--- src/rtl/tt_sweep_pkg.sv ---
// Shared definitions for the truth-table sweep controller.
// Optional compare logic elsewhere is enabled by the macro TT_SWEEP_COMPARE_EN.
package tt_sweep_pkg;

    localparam logic [1:0] ST_IDLE  = 2'd0;
    localparam logic [1:0] ST_DRIVE = 2'd1;
    localparam logic [1:0] ST_DONE  = 2'd2;

    localparam int unsigned SETTLE_W = 4;

    typedef enum logic [1:0] {
        StIdle  = ST_IDLE,
        StDrive = ST_DRIVE,
        StDone  = ST_DONE
    } state_e;

endpackage

--- src/rtl/tt_sweep_ctrl_if.sv ---
// Bus between the sweep controller (master) and the function-under-test side (slave).
// Defining TT_SWEEP_COMPARE_EN adds exp_tt, mismatch and first_err.
interface tt_sweep_ctrl_if #(
    parameter int unsigned N_IN = 4
) ();

    localparam int unsigned NVEC = 1 << N_IN;

    logic            start;
    logic            abort;
    logic            f;
    logic [N_IN-1:0] vec;
    logic            vec_valid;
    logic [NVEC-1:0] tt;
    logic [N_IN:0]   ones_cnt;
    logic            busy;
    logic            done;
`ifdef TT_SWEEP_COMPARE_EN
    logic [NVEC-1:0] exp_tt;
    logic            mismatch;
    logic [N_IN-1:0] first_err;
`endif

    modport master (
`ifdef TT_SWEEP_COMPARE_EN
        input  exp_tt,
        output mismatch,
        output first_err,
`endif
        input  start,
        input  abort,
        input  f,
        output vec,
        output vec_valid,
        output tt,
        output ones_cnt,
        output busy,
        output done
    );

    modport slave (
`ifdef TT_SWEEP_COMPARE_EN
        output exp_tt,
        input  mismatch,
        input  first_err,
`endif
        output start,
        output abort,
        output f,
        input  vec,
        input  vec_valid,
        input  tt,
        input  ones_cnt,
        input  busy,
        input  done
    );

endinterface

--- src/rtl/tt_sweep_cnt.sv ---
// Vector index and dwell counter pair: each index is held SETTLE+1 enabled cycles,
// and the index stops at the terminal value instead of wrapping.
module tt_sweep_cnt
    import tt_sweep_pkg::*;
#(
    parameter int unsigned N_IN   = 4,
    parameter int unsigned SETTLE = 1
) (
    input  logic                clk,
    input  logic                rst,
    input  logic                clr,
    input  logic                en,
    output logic [N_IN-1:0]     vec,
    output logic [SETTLE_W-1:0] dwell,
    output logic                sample,
    output logic                last
);

    assign sample = en && (dwell == SETTLE_W'(SETTLE));
    assign last   = (vec == {N_IN{1'b1}});

    always_ff @(posedge clk) begin
        if (rst || clr) begin
            vec   <= '0;
            dwell <= '0;
        end else if (en) begin
            if (sample) begin
                dwell <= '0;
                if (!last) begin
                    vec <= vec + 1'b1;
                end
            end else begin
                dwell <= dwell + 1'b1;
            end
        end
    end

endmodule

--- src/rtl/tt_sweep_ctrl.sv ---
// Truth-table sweep controller: drives all 2**N_IN input vectors, captures f and counts ones.
// Optional expected-table compare is enabled by the macro TT_SWEEP_COMPARE_EN.
module tt_sweep_ctrl
    import tt_sweep_pkg::*;
#(
    parameter int unsigned N_IN   = 4,
    parameter int unsigned SETTLE = 1
) (
    input logic           clk,
    input logic           rst,
    tt_sweep_ctrl_if.master bus
);

    localparam int unsigned NVEC = 1 << N_IN;

    state_e                state_q;
    logic [NVEC-1:0]       tt_q;
    logic [N_IN:0]         ones_q;
    logic                  busy_q;
    logic                  vec_valid_q;
    logic                  done_q;
`ifdef TT_SWEEP_COMPARE_EN
    logic                  mismatch_q;
    logic [N_IN-1:0]       first_err_q;
`endif

    logic                  accept;
    logic                  cnt_en;
    logic [N_IN-1:0]       vec;
    logic [SETTLE_W-1:0]   dwell;
    logic                  sample;
    logic                  last;

    assign accept = (state_q == StIdle) && bus.start && !bus.abort;
    // Abort freezes the counter so vec holds where the sweep stopped.
    assign cnt_en = (state_q == StDrive) && !bus.abort;

    tt_sweep_cnt #(
        .N_IN   (N_IN),
        .SETTLE (SETTLE)
    ) u_cnt (
        .clk    (clk),
        .rst    (rst),
        .clr    (accept),
        .en     (cnt_en),
        .vec    (vec),
        .dwell  (dwell),
        .sample (sample),
        .last   (last)
    );

    always_ff @(posedge clk) begin
        if (rst) begin
            state_q     <= StIdle;
            tt_q        <= '0;
            ones_q      <= '0;
            busy_q      <= 1'b0;
            vec_valid_q <= 1'b0;
            done_q      <= 1'b0;
`ifdef TT_SWEEP_COMPARE_EN
            mismatch_q  <= 1'b0;
            first_err_q <= '0;
`endif
        end else begin
            unique case (state_q)
                StIdle: begin
                    done_q <= 1'b0;
                    if (accept) begin
                        state_q     <= StDrive;
                        tt_q        <= '0;
                        ones_q      <= '0;
                        busy_q      <= 1'b1;
                        vec_valid_q <= 1'b1;
`ifdef TT_SWEEP_COMPARE_EN
                        mismatch_q  <= 1'b0;
                        first_err_q <= '0;
`endif
                    end
                end
                StDrive: begin
                    if (bus.abort) begin
                        state_q     <= StIdle;
                        busy_q      <= 1'b0;
                        vec_valid_q <= 1'b0;
                    end else if (sample) begin
                        tt_q[vec] <= bus.f;
                        ones_q    <= ones_q + (N_IN + 1)'(bus.f);
`ifdef TT_SWEEP_COMPARE_EN
                        if ((bus.f != bus.exp_tt[vec]) && !mismatch_q) begin
                            mismatch_q  <= 1'b1;
                            first_err_q <= vec;
                        end
`endif
                        if (last) begin
                            state_q     <= StDone;
                            busy_q      <= 1'b0;
                            vec_valid_q <= 1'b0;
                            done_q      <= 1'b1;
                        end
                    end
                end
                StDone: begin
                    state_q <= StIdle;
                    done_q  <= 1'b0;
                end
                default: begin
                    state_q     <= StIdle;
                    busy_q      <= 1'b0;
                    vec_valid_q <= 1'b0;
                    done_q      <= 1'b0;
                end
            endcase
        end
    end

    assign bus.vec       = vec;
    assign bus.vec_valid = vec_valid_q;
    assign bus.tt        = tt_q;
    assign bus.ones_cnt  = ones_q;
    assign bus.busy      = busy_q;
    assign bus.done      = done_q;
`ifdef TT_SWEEP_COMPARE_EN
    assign bus.mismatch  = mismatch_q;
    assign bus.first_err = first_err_q;
`endif

endmodule

--- src/flat_wrapper.sv ---
// flat-port wrapper written by rule: the top's interface ports become plain ports
module tt_sweep_ctrl_flat import tt_sweep_pkg::*;
#(
    parameter int unsigned N_IN   = 4,
    parameter int unsigned SETTLE = 1
)
  (clk, rst, bus_start, bus_abort, bus_f, bus_vec, bus_vec_valid, bus_tt, bus_ones_cnt, bus_busy, bus_done);
  tt_sweep_ctrl_if #(.N_IN(N_IN)) bus_i ();
  input logic clk;
  input logic rst;
  input wire logic [$bits(bus_i.start)-1:0] bus_start;
  input wire logic [$bits(bus_i.abort)-1:0] bus_abort;
  input wire logic [$bits(bus_i.f)-1:0] bus_f;
  output wire logic [$bits(bus_i.vec)-1:0] bus_vec;
  output wire logic [$bits(bus_i.vec_valid)-1:0] bus_vec_valid;
  output wire logic [$bits(bus_i.tt)-1:0] bus_tt;
  output wire logic [$bits(bus_i.ones_cnt)-1:0] bus_ones_cnt;
  output wire logic [$bits(bus_i.busy)-1:0] bus_busy;
  output wire logic [$bits(bus_i.done)-1:0] bus_done;
  assign bus_i.start = bus_start;
  assign bus_i.abort = bus_abort;
  assign bus_i.f = bus_f;
  assign bus_vec = bus_i.vec;
  assign bus_vec_valid = bus_i.vec_valid;
  assign bus_tt = bus_i.tt;
  assign bus_ones_cnt = bus_i.ones_cnt;
  assign bus_busy = bus_i.busy;
  assign bus_done = bus_i.done;
  tt_sweep_ctrl #(.N_IN(N_IN), .SETTLE(SETTLE)) u_core (.clk(clk), .rst(rst), .bus(bus_i));
endmodule
--- config.mk ---
export PLATFORM = sky130hd
export DESIGN_NAME = tt_sweep_ctrl_flat
export DESIGN_NICKNAME = d
export VERILOG_FILES = /design/src/rtl/tt_sweep_pkg.sv /design/src/rtl/tt_sweep_ctrl_if.sv /design/src/rtl/tt_sweep_cnt.sv /design/src/rtl/tt_sweep_ctrl.sv /design/src/flat_wrapper.sv
export SDC_FILE = /design/constraint.sdc
export NUM_CORES = 1
export LEC_CHECK = 0
export BUFFER_PORTS_ARGS = -buffer_cell sky130_fd_sc_hd__buf_2
export CORE_MARGIN = 4
export CORE_UTILIZATION = 49
export DETAILED_ROUTE_END_ITERATION = 12
export PLACE_DENSITY = 0.75
export RECOVER_POWER = 100
export SLEW_MARGIN = 40
export SYNTH_ARGS = -nofsm -noshare
export SYNTH_HDL_FRONTEND = slang
export SYNTH_SLANG_ARGS = --single-unit
--- constraint.sdc ---
create_clock -name clk -period 1.5 [get_ports clk]
set_input_delay 0.3 -clock clk [delete_from_list [all_inputs] [get_ports clk]]
set_output_delay 0.3 -clock clk [all_outputs]
set_load 0.01 [all_outputs]
Word-level counts from Yosys, hierarchy flattened:

Cells that the tools add are included.

* equality and inequality tests: 9
* $lt $le $gt $ge: 2
* reduce and logical (&&, ||, !) cells: 15
* $add $sub $neg: 3
* muxes and demuxes: 22
* bitwise logic cells: 4

Operators with widths (count)
* $mux 16: 3
* $pmux 16 s2: 1
* $bwmux 16: 1
* $mux 5: 3
* $pmux 5 s2: 1
* $reduce_and 3->1: 3
* $add 4x1->4 const B: 2
* $mux 2: 4
* $reduce_and 4->1: 2
* $ne 3x2->1 const B: 2
* $add 5x1->5: 1
* $logic_and 1x1->1: 5
* $lt 4x5->1 const B: 1
* $mux 1: 5
* $demux 1 s4: 1
* $eq 4x1->1 const B: 1
* $eq 4x4->1 const B: 1
* $ge 4x1->1 const B: 1
* $mux 4: 1
* $ne 2x2->1 const B: 2
* $not 1->1: 4
* $pmux 2 s2: 1
* $pmux 1 s3: 1
* $eq 2x1->1 const B: 1
* 7 further kinds: 7

* register bits: 33
* input bits: 5

Depth between registers and ports, before layout:

Gate-level depths: netlist of the first run.

* word-level depth: 8
* gate-level depth with buffers: 7

Cells and area by module:

Synthesis of the first run repeated with hierarchy kept, for this count alone.

* cell total of the unflattened synthesis: 216
* area, all modules: 1844.3 um^2

By module, submodules not included
* tt_sweep_ctrl: cells an instance 170, instances 1, area each 1442.6 um^2
* tt_sweep_cnt: cells an instance 46, instances 1, area each 401.6 um^2

Least setup slack after synthesis of the first run:

No wires, ideal clock.

* kind: reg-to-reg
* start point: register u_core.u_cnt.dwell[0]
* end point: register u_core.tt_q[12] (netlist: u_core.bus.tt[12])
* slack: -92 ps
* data required time: 1381 ps
* path buffers: 1
* cell stages (with the launch flop): 7
* arrival: 1473 ps
* period minus slack after synthesis: 1592 ps
* library setup time: 119 ps
* cells stage by stage: dfxtp_1 ha_1 nor3b_1 a21boi_4 buf_6 o21ai_1 o21ai_1

* longest elaborated chain between the ends: 4

RTL lines
* start: declaration: RTL line tt_sweep_cnt.sv:14 `output logic [SETTLE_W-1:0] dwell,`
* start signal: assignment: RTL line tt_sweep_cnt.sv:33 `dwell <= dwell + 1'b1;`
* $eq 4x1->1: RTL line tt_sweep_cnt.sv:19 `assign sample = en && (dwell == SETTLE_W'(SETTLE));`
* $logic_and 1x1->1: RTL line tt_sweep_cnt.sv:19
* $ne 2x1->1 (no source line)
* $reduce_and 4->1 (no source line)
* end signal: indexed assignment: RTL line tt_sweep_ctrl.sv:86 `tt_q[vec] <= bus.f;`
* end: declaration: RTL line tt_sweep_ctrl.sv:17 `logic [NVEC-1:0] tt_q;`

No other way between the ends.
A chain may end at the register's enable or synchronous reset.

Worst setup path after layout of the first run:

* start point: register u_core.state_q[1]
* end point: register u_core.tt_q[2] (netlist: u_core.bus.tt[2])

* longest elaborated chain between the ends: 5

RTL lines
* start: declaration: RTL line tt_sweep_ctrl.sv:16 `state_e state_q;`
* start signal: assignment: RTL line tt_sweep_ctrl.sv:54 `state_q <= StIdle;`
* start signal: assignment: RTL line tt_sweep_ctrl.sv:69 `state_q <= StDrive;`
* start signal: assignment: RTL line tt_sweep_ctrl.sv:82 `state_q <= StIdle;`
* $eq 2x1->1 / $logic_not 2->1 (equally long branches): RTL line tt_sweep_ctrl.sv:36, tt_sweep_ctrl.sv:65, tt_sweep_ctrl.sv:34
* $logic_and 1x1->1, on equally long branches: RTL line tt_sweep_ctrl.sv:36, tt_sweep_ctrl.sv:34
* $logic_and 1x1->1, on equally long branches: RTL line tt_sweep_cnt.sv:19, tt_sweep_ctrl.sv:34
* $ne 2x1->1 (no source line) / $ne 2x2->1 (equally long branches)
* $reduce_and 4->1 (no source line)

Several ways; a longest one is shown, not always the timed one.

==> results of run 1 <==
[flip-flops by register name (all words and copies together) (netlist names)]
signal and count:
u_core.bus.ones_cnt 5, u_core.bus.vec_valid 1, u_core.u_cnt.vec 4, u_core.u_cnt.dwell 4, u_core.state_q 2, u_core.bus.tt 16, u_core.bus.done 1
[worst max-delay path: cells and delay by family, from the launching register on]
family,cells,cell delay (ps)
simple gates,1,580
flops,1,360
compound gates,3,620
[kinds of logic (layout without fill, tap and decap cells)]
family | after synthesis | in the layout
and+or+nand+nor | 68 | 68
AOI/OAI and AO/OA | 67 | 67
DFF | 33 | 33
buffers and inverters | 14 | 77
adders and majority gates | 8 | 8
xor gates and xnor gates | 4 | 4
[metrics by stage]
| stage | area, um^2 | utilization | cells | hold slack (ps) |
|---|---|---|---|---|
| floorplan | 1665 | - | 194 | 481.0 |
| global placement | 2004 | 0.6357 | 284 | 481.9 |
| detailed placement | 2004 | 0.6357 | 284 | 484.9 |
| CTS | 2138 | 0.6782 | 294 | 296.4 |
| global route | 2222 | 0.7048 | 301 | 291.8 |
| finish | 2222 | 0.7048 | 301 | 287.4 |
[power groups by stage]
stage / logic, mW / clock network (mW) / registers [mW]
after floorplan: 0.0776 / 0 / 0.906
after global placement: 0.118 / 0 / 0.905
after detailed placement: 0.119 / 0 / 0.905
after CTS: 0.126 / 0.577 / 0.885
after global routing: 0.149 / 0.618 / 0.886
final: 0.135 / 0.572 / 0.885
[per-layer routing]
metal,vias up,global-route usage,share of wire
li1,814,-,-
met1,767,0.2637,0.43
met2,64,0.2986,0.47
met3,14,0.04592,0.078
met4,0,0.09391,0.024
met5,-,0,0
[area by class of cell]
cell class,instances,area [um^2],share of cell area
inverter,3,11.26,0.005068
sequential,33,663.1,0.2984
timing repair buffer,66,402.9,0.1813
clock inverter,1,5.005,0.002252
multi-input combinational,147,1020,0.4589
tap,44,55.05,0.02477
clock buffer,7,65.06,0.02928
[placed cells by master, fill, tap and decap left out, types with 2 or more instances in the layout]
cell and count:
buf_4 25, nand3_1 3, nor2b_1 18, nand4_1 4, nor2_2 2, xnor2_1 2
a21oi_2 3, or3b_4 2, a32o_1 2, dfxtp_2 2, o21ai_0 5, nand2_2 4
ha_1 7, o21ai_1 21, a41oi_1 2, nand2_1 7, clkbuf_4 5, xor2_1 2
buf_2 6, dfxtp_1 31, inv_1 2, clkbuf_1 29, clkbuf_8 2, nor3_1 3
a21oi_1 19, nor2_1 10, buf_6 5, a31oi_1 4, o21ai_2 7, nand2b_1 2
[worst paths after layout]
check	slack [ps]	from	cells after the start	endpoint
hold reg to reg	510	u_core.bus.ones_cnt[0]	1	u_core.bus.ones_cnt[0]
setup reg to reg	-170	u_core.state_q[1]	4	u_core.bus.tt[2]
hold / removal	290	bus_start	3	u_core.bus.vec_valid
setup / recovery	-170	u_core.state_q[1]	4	u_core.bus.tt[2]
[what timing repair did]
action                                  in CTS  in global routing
pin swaps                                   14                 18
buffers inserted                             2                  8
gates cloned                                 0                  0
resized for setup                           20                 18
endpoints found under the setup margin      27                 29
==> results.json, run 1 <==
{
  "slowest_stage": "or4b_4",
  "cp_slowest_stage_delay_ps": 580,
  "core_mm2": 0.003153,
  "syn_inst": 194,
  "antennaDiodeCount": 0,
  "power_frac_comb": 0.085,
  "die_w_um": 66.17,
  "path_class": "register to register",
  "outcome": "finished with violations",
  "numPortBuffers": 32,
  "synth_compound_area_frac": 0.2302,
  "syn_area_mm2": 0.001658,
  "viasPerCell": 5.512,
  "synth_top_area_frac": 0.3985,
  "drc": 1,
  "max_freq_ghz": 0.5973,
  "maxCapViolCount": 0,
  "synthToLayoutAreaGrowth_pct": 34.04,
  "rows": 20,
  "leakage_nw": 0.8572,
  "worst_slew_pin_slew_ps": 399.4,
  "numCtsBuffers": 5,
  "antenna_found_initial": 0,
  "root_buffer": "clkbuf_4",
  "ys_seq_area_frac": 0.3985,
  "slew_headroom": 0.7326,
  "synth.mux.area_fraction": 0,
  "dpl.hpwl_mm": 2.945,
  "ys_top_cells_by_count": "dfxtp_1 (33), a21oi_1 (22), o21ai_1 (22)",
  "clockBufferDepth": 2,
  "start_util": 0.5258,
  "grt_pass1_wl_mm": 6.762,
  "synthDistinctLibCells": 38,
  "dieArea_mm2": 0.004378,
  "htreeDepth": 2,
  "fillerInstances": 266,
  "grt.total_usage": 0.1977,
  "setup_violations": 30,
  "synth_adder_area_share": 0.06038,
  "yosys.area_share.simple": 0.2453,
  "synth_top_family_by_area": "simple AND/OR/NAND/NOR gates",
  "swShare": 0.2398,
  "total_power_mw": 1.592,
  "wl_mm": 4.412,
  "pin_count": 33,
  "ant_nets": 0,
  "drt_pass1_iterations": 8,
  "clk_pin_slew_ps": 90,
  "start_kind": "register",
  "crit_arrival_ps": 1900,
  "grt_pass1_vias": 1488,
  "hold_path_class": "input pin to register",
  "final_layout_size_suffix_gt1_frac": 0.3035,
  "grt_max_degree": 18,
  "ir_drop_v": 0.0004897,
  "drt_iter0_drc": 112,
  "synthTopCellsByArea": "dfxtp_1 (40%), nor2b_1 (6.8%), a21oi_1 (6.6%), o21ai_1 (6.6%), ha_1 (6.0%)",
  "hold_violations": 0,
  "num_vias": 1659,
  "overflow": 0,
  "synth_edf_count": 0,
  "fin_crit_sh": 1.116,
  "rsz0062_at_grt": "true",
  "synth.most_common_cell": "dfxtp_1",
  "cp_max_fo": 16,
  "path_cells": "or4b_4 -> a21boi_4 -> o21ai_0 -> o21ai_2",
  "syn_avg_cell_area_um2": 8.546,
  "yosys_warnings": 0,
  "p_int_mw": 1.211,
  "tns_ps": -2420,
  "place.gp.congestion": 0.8506,
  "pwr-share-clk": 0.359,
  "syn-num-nets": 207,
  "power.density_mw_per_mm2": 716.6,
  "wl_per_cell_um": 14.66,
  "min_period_ps": 1674,
  "dpl_worst_slack_ps": -205.4,
  "synth-async-reset-ratio": 0,
  "violations": "DRC, setup timing",
  "clock_skew_ps": 11.12,
  "die_h_um": 66.17,
  "nets": 269,
  "cts.sinks": 33,
  "critPathRequiredTime_ps": 1720,
  "power.switching_mw": 0.3819,
  "finalWorstSetupSlack_ps": -174.1,
  "slew_violations": 0,
  "synth_ff_type": "dfxtp_1",
  "cts_tree": "done",
  "ys_ff_latch": 33,
  "cp-end-kind": "register",
  "seqPwrFrac": 0.556,
  "synth_area_leader_cell": "dfxtp_1",
  "clkLatencyLatePin_ps": 340,
  "synth_xor_area_frac": 0.02113,
  "ctsHoldBuffers": 0
}
(Power assumes the default switching activity.)
==> run 2, diff against run 1 <==
- CELL_PAD_IN_SITES_DETAIL_PLACEMENT: not set -> 0
- CELL_PAD_IN_SITES_GLOBAL_PLACEMENT: not set -> 1
- CORE_UTILIZATION: 49 -> 36
- PLACE_DENSITY: 0.75 -> 0.74
==> run 2 against run 1 <==
Compared with the run above: the run ends with setup timing left; critical path depth is 4 higher; flip-flop and latch count stayed put; clock skew is 1.8 ps lower; total power is 20% higher; sequential power hardly changed; fmax is 1.3% higher; critical endpoint is now u_core.u_cnt.vec[3]; largest power group unchanged.
==> results.json, run 2 (synthesized netlist as in run 1, its figures left out) <==
{
  "crit_arrival_ps": 1840,
  "dpl.hpwl_mm": 3.018,
  "rsz0062_at_grt": "true",
  "num_vias": 1567,
  "clock_skew_ps": 9.337,
  "min_period_ps": 1653,
  "fin_crit_sh": 1.102,
  "cp_max_fo": 5,
  "core_mm2": 0.004414,
  "finalWorstSetupSlack_ps": -152.5,
  "path_class": "register to register",
  "cts_tree": "done",
  "grt_pass1_wl_mm": 7.182,
  "dieArea_mm2": 0.005755,
  "violations": "setup timing",
  "die_h_um": 75.86,
  "pin_count": 33,
  "fillerInstances": 446,
  "ctsHoldBuffers": 0,
  "hold_path_class": "input pin to register",
  "rows": 24,
  "wl_mm": 4.303,
  "final_layout_size_suffix_gt1_frac": 0.3043,
  "drc": 0,
  "cp-end-kind": "register",
  "path_cells": "inv_2 -> ha_4 -> or3b_4 -> buf_4 -> buf_6 -> nor4_4 -> xnor2_1 -> nor2_1",
  "power.density_mw_per_mm2": 845.8,
  "slowest_stage": "or3b_4",
  "antenna_found_initial": 0,
  "cts.sinks": 33,
  "start_util": 0.3756,
  "slew_headroom": 0.7516,
  "hold_violations": 0,
  "outcome": "finished with violations",
  "place.gp.congestion": 0.7731,
  "maxCapViolCount": 0,
  "numPortBuffers": 32,
  "die_w_um": 75.86,
  "leakage_nw": 0.8948,
  "largest_reg_flops": 16,
  "antennaDiodeCount": 0,
  "viasPerCell": 5.138,
  "grt_pass1_vias": 1599,
  "clkLatencyLatePin_ps": 290,
  "overflow": 0,
  "tns_ps": -2370,
  "start_kind": "register",
  "critPathRequiredTime_ps": 1690,
  "numCtsBuffers": 5,
  "cp_slowest_stage_delay_ps": 430,
  "root_buffer": "clkbuf_8",
  "setup_violations": 29,
  "ir_drop_v": 0.0005762,
  "ant_nets": 0,
  "final_common_cell": "dfxtp_1",
  "max_freq_ghz": 0.6051,
  "htreeDepth": 2,
  "slew_violations": 0,
  "wl_per_cell_um": 14.11,
  "drt_iter0_drc": 89,
  "clockBufferDepth": 2,
  "grt.total_usage": 0.1656,
  "dpl_worst_slack_ps": -150.7,
  "drt_pass1_iterations": 4,
  "worst_slew_pin_slew_ps": 371.8,
  "mostFrequentLayoutCells": "dfxtp_1 (29), clkbuf_1 (28), buf_4 (25)",
  "grt_max_degree": 22,
  "synthToLayoutAreaGrowth_pct": 35.92,
  "nets": 265,
  "clk_pin_slew_ps": 70
}
==> run 2: layout make-up <==
class	count	area [um^2]	area share
sequential	33	665.6	0.2954
clock buffer	7	86.33	0.03831
tap	52	65.06	0.02887
clock inverter	1	30.03	0.01333
multi-input combinational	147	1022	0.4536
timing repair buffer	62	372.9	0.1655
inverter	3	11.26	0.004997
==> run 2: path summary, 6_finish.rpt <==
check | depth (start not counted) | slack [ps] | startpoint | endpoint
worst max-delay path | 8 | -150 | u_core.u_cnt.dwell[1] | u_core.u_cnt.vec[3]
worst min-delay path | 3 | 350 | bus_start | u_core.bus.vec_valid
worst max register to register | 8 | -150 | u_core.u_cnt.dwell[1] | u_core.u_cnt.vec[3]
worst min register to register | 1 | 510 | u_core.bus.ones_cnt[0] | u_core.bus.ones_cnt[0]
==> run 2: power by group <==
group          switching [mW]  internal, mW  total (mW)
combinational          0.0784        0.0619       0.140
clock                   0.339         0.542       0.881
sequential            0.00401         0.881       0.885
total                   0.421          1.48        1.91
==> run 2: metrics by stage <==
| step | hold WS (ps) | util | total power [mW] | cells | area [um^2] |
|---|---|---|---|---|---|
| floorplan | 481.0 | - | 0.9835 | 194 | 1665 |
| global placement | 490.1 | 0.4546 | 1.027 | 291 | 2007 |
| detailed placement | 498.5 | 0.4546 | 1.027 | 291 | 2007 |
| CTS | 345.9 | 0.5045 | 1.909 | 304 | 2227 |
| global route | 394.0 | 0.5105 | 1.977 | 305 | 2253 |
| finish | 348.2 | 0.5105 | 1.906 | 305 | 2253 |
==> run 2: layer usage <==
metal,track usage,part of all wire,vias to the layer above,wire [um]
li1,-,-,807,-
met1,0.1982,0.45,730,1920
met2,0.2738,0.50,23,2147
met3,0.03958,0.038,7,162
met4,0.08544,0.017,0,72
met5,0,0,-,0
==> run 2: what timing repair did <==
action	CTS	global route
gates resized for setup	25	16
buffers inserted	5	1
endpoints found under the setup margin	27	32
hold endpoints to repair	0	0
pin swaps	13	11
==> run 2: worst max-delay path, delay by kind of cell (launching register included) <==
family,cells,cell delay [ps]
xor+xnor,1,160
fa+ha+maj,1,120
buf+inv,3,340
flops,1,320
simple gates,3,620
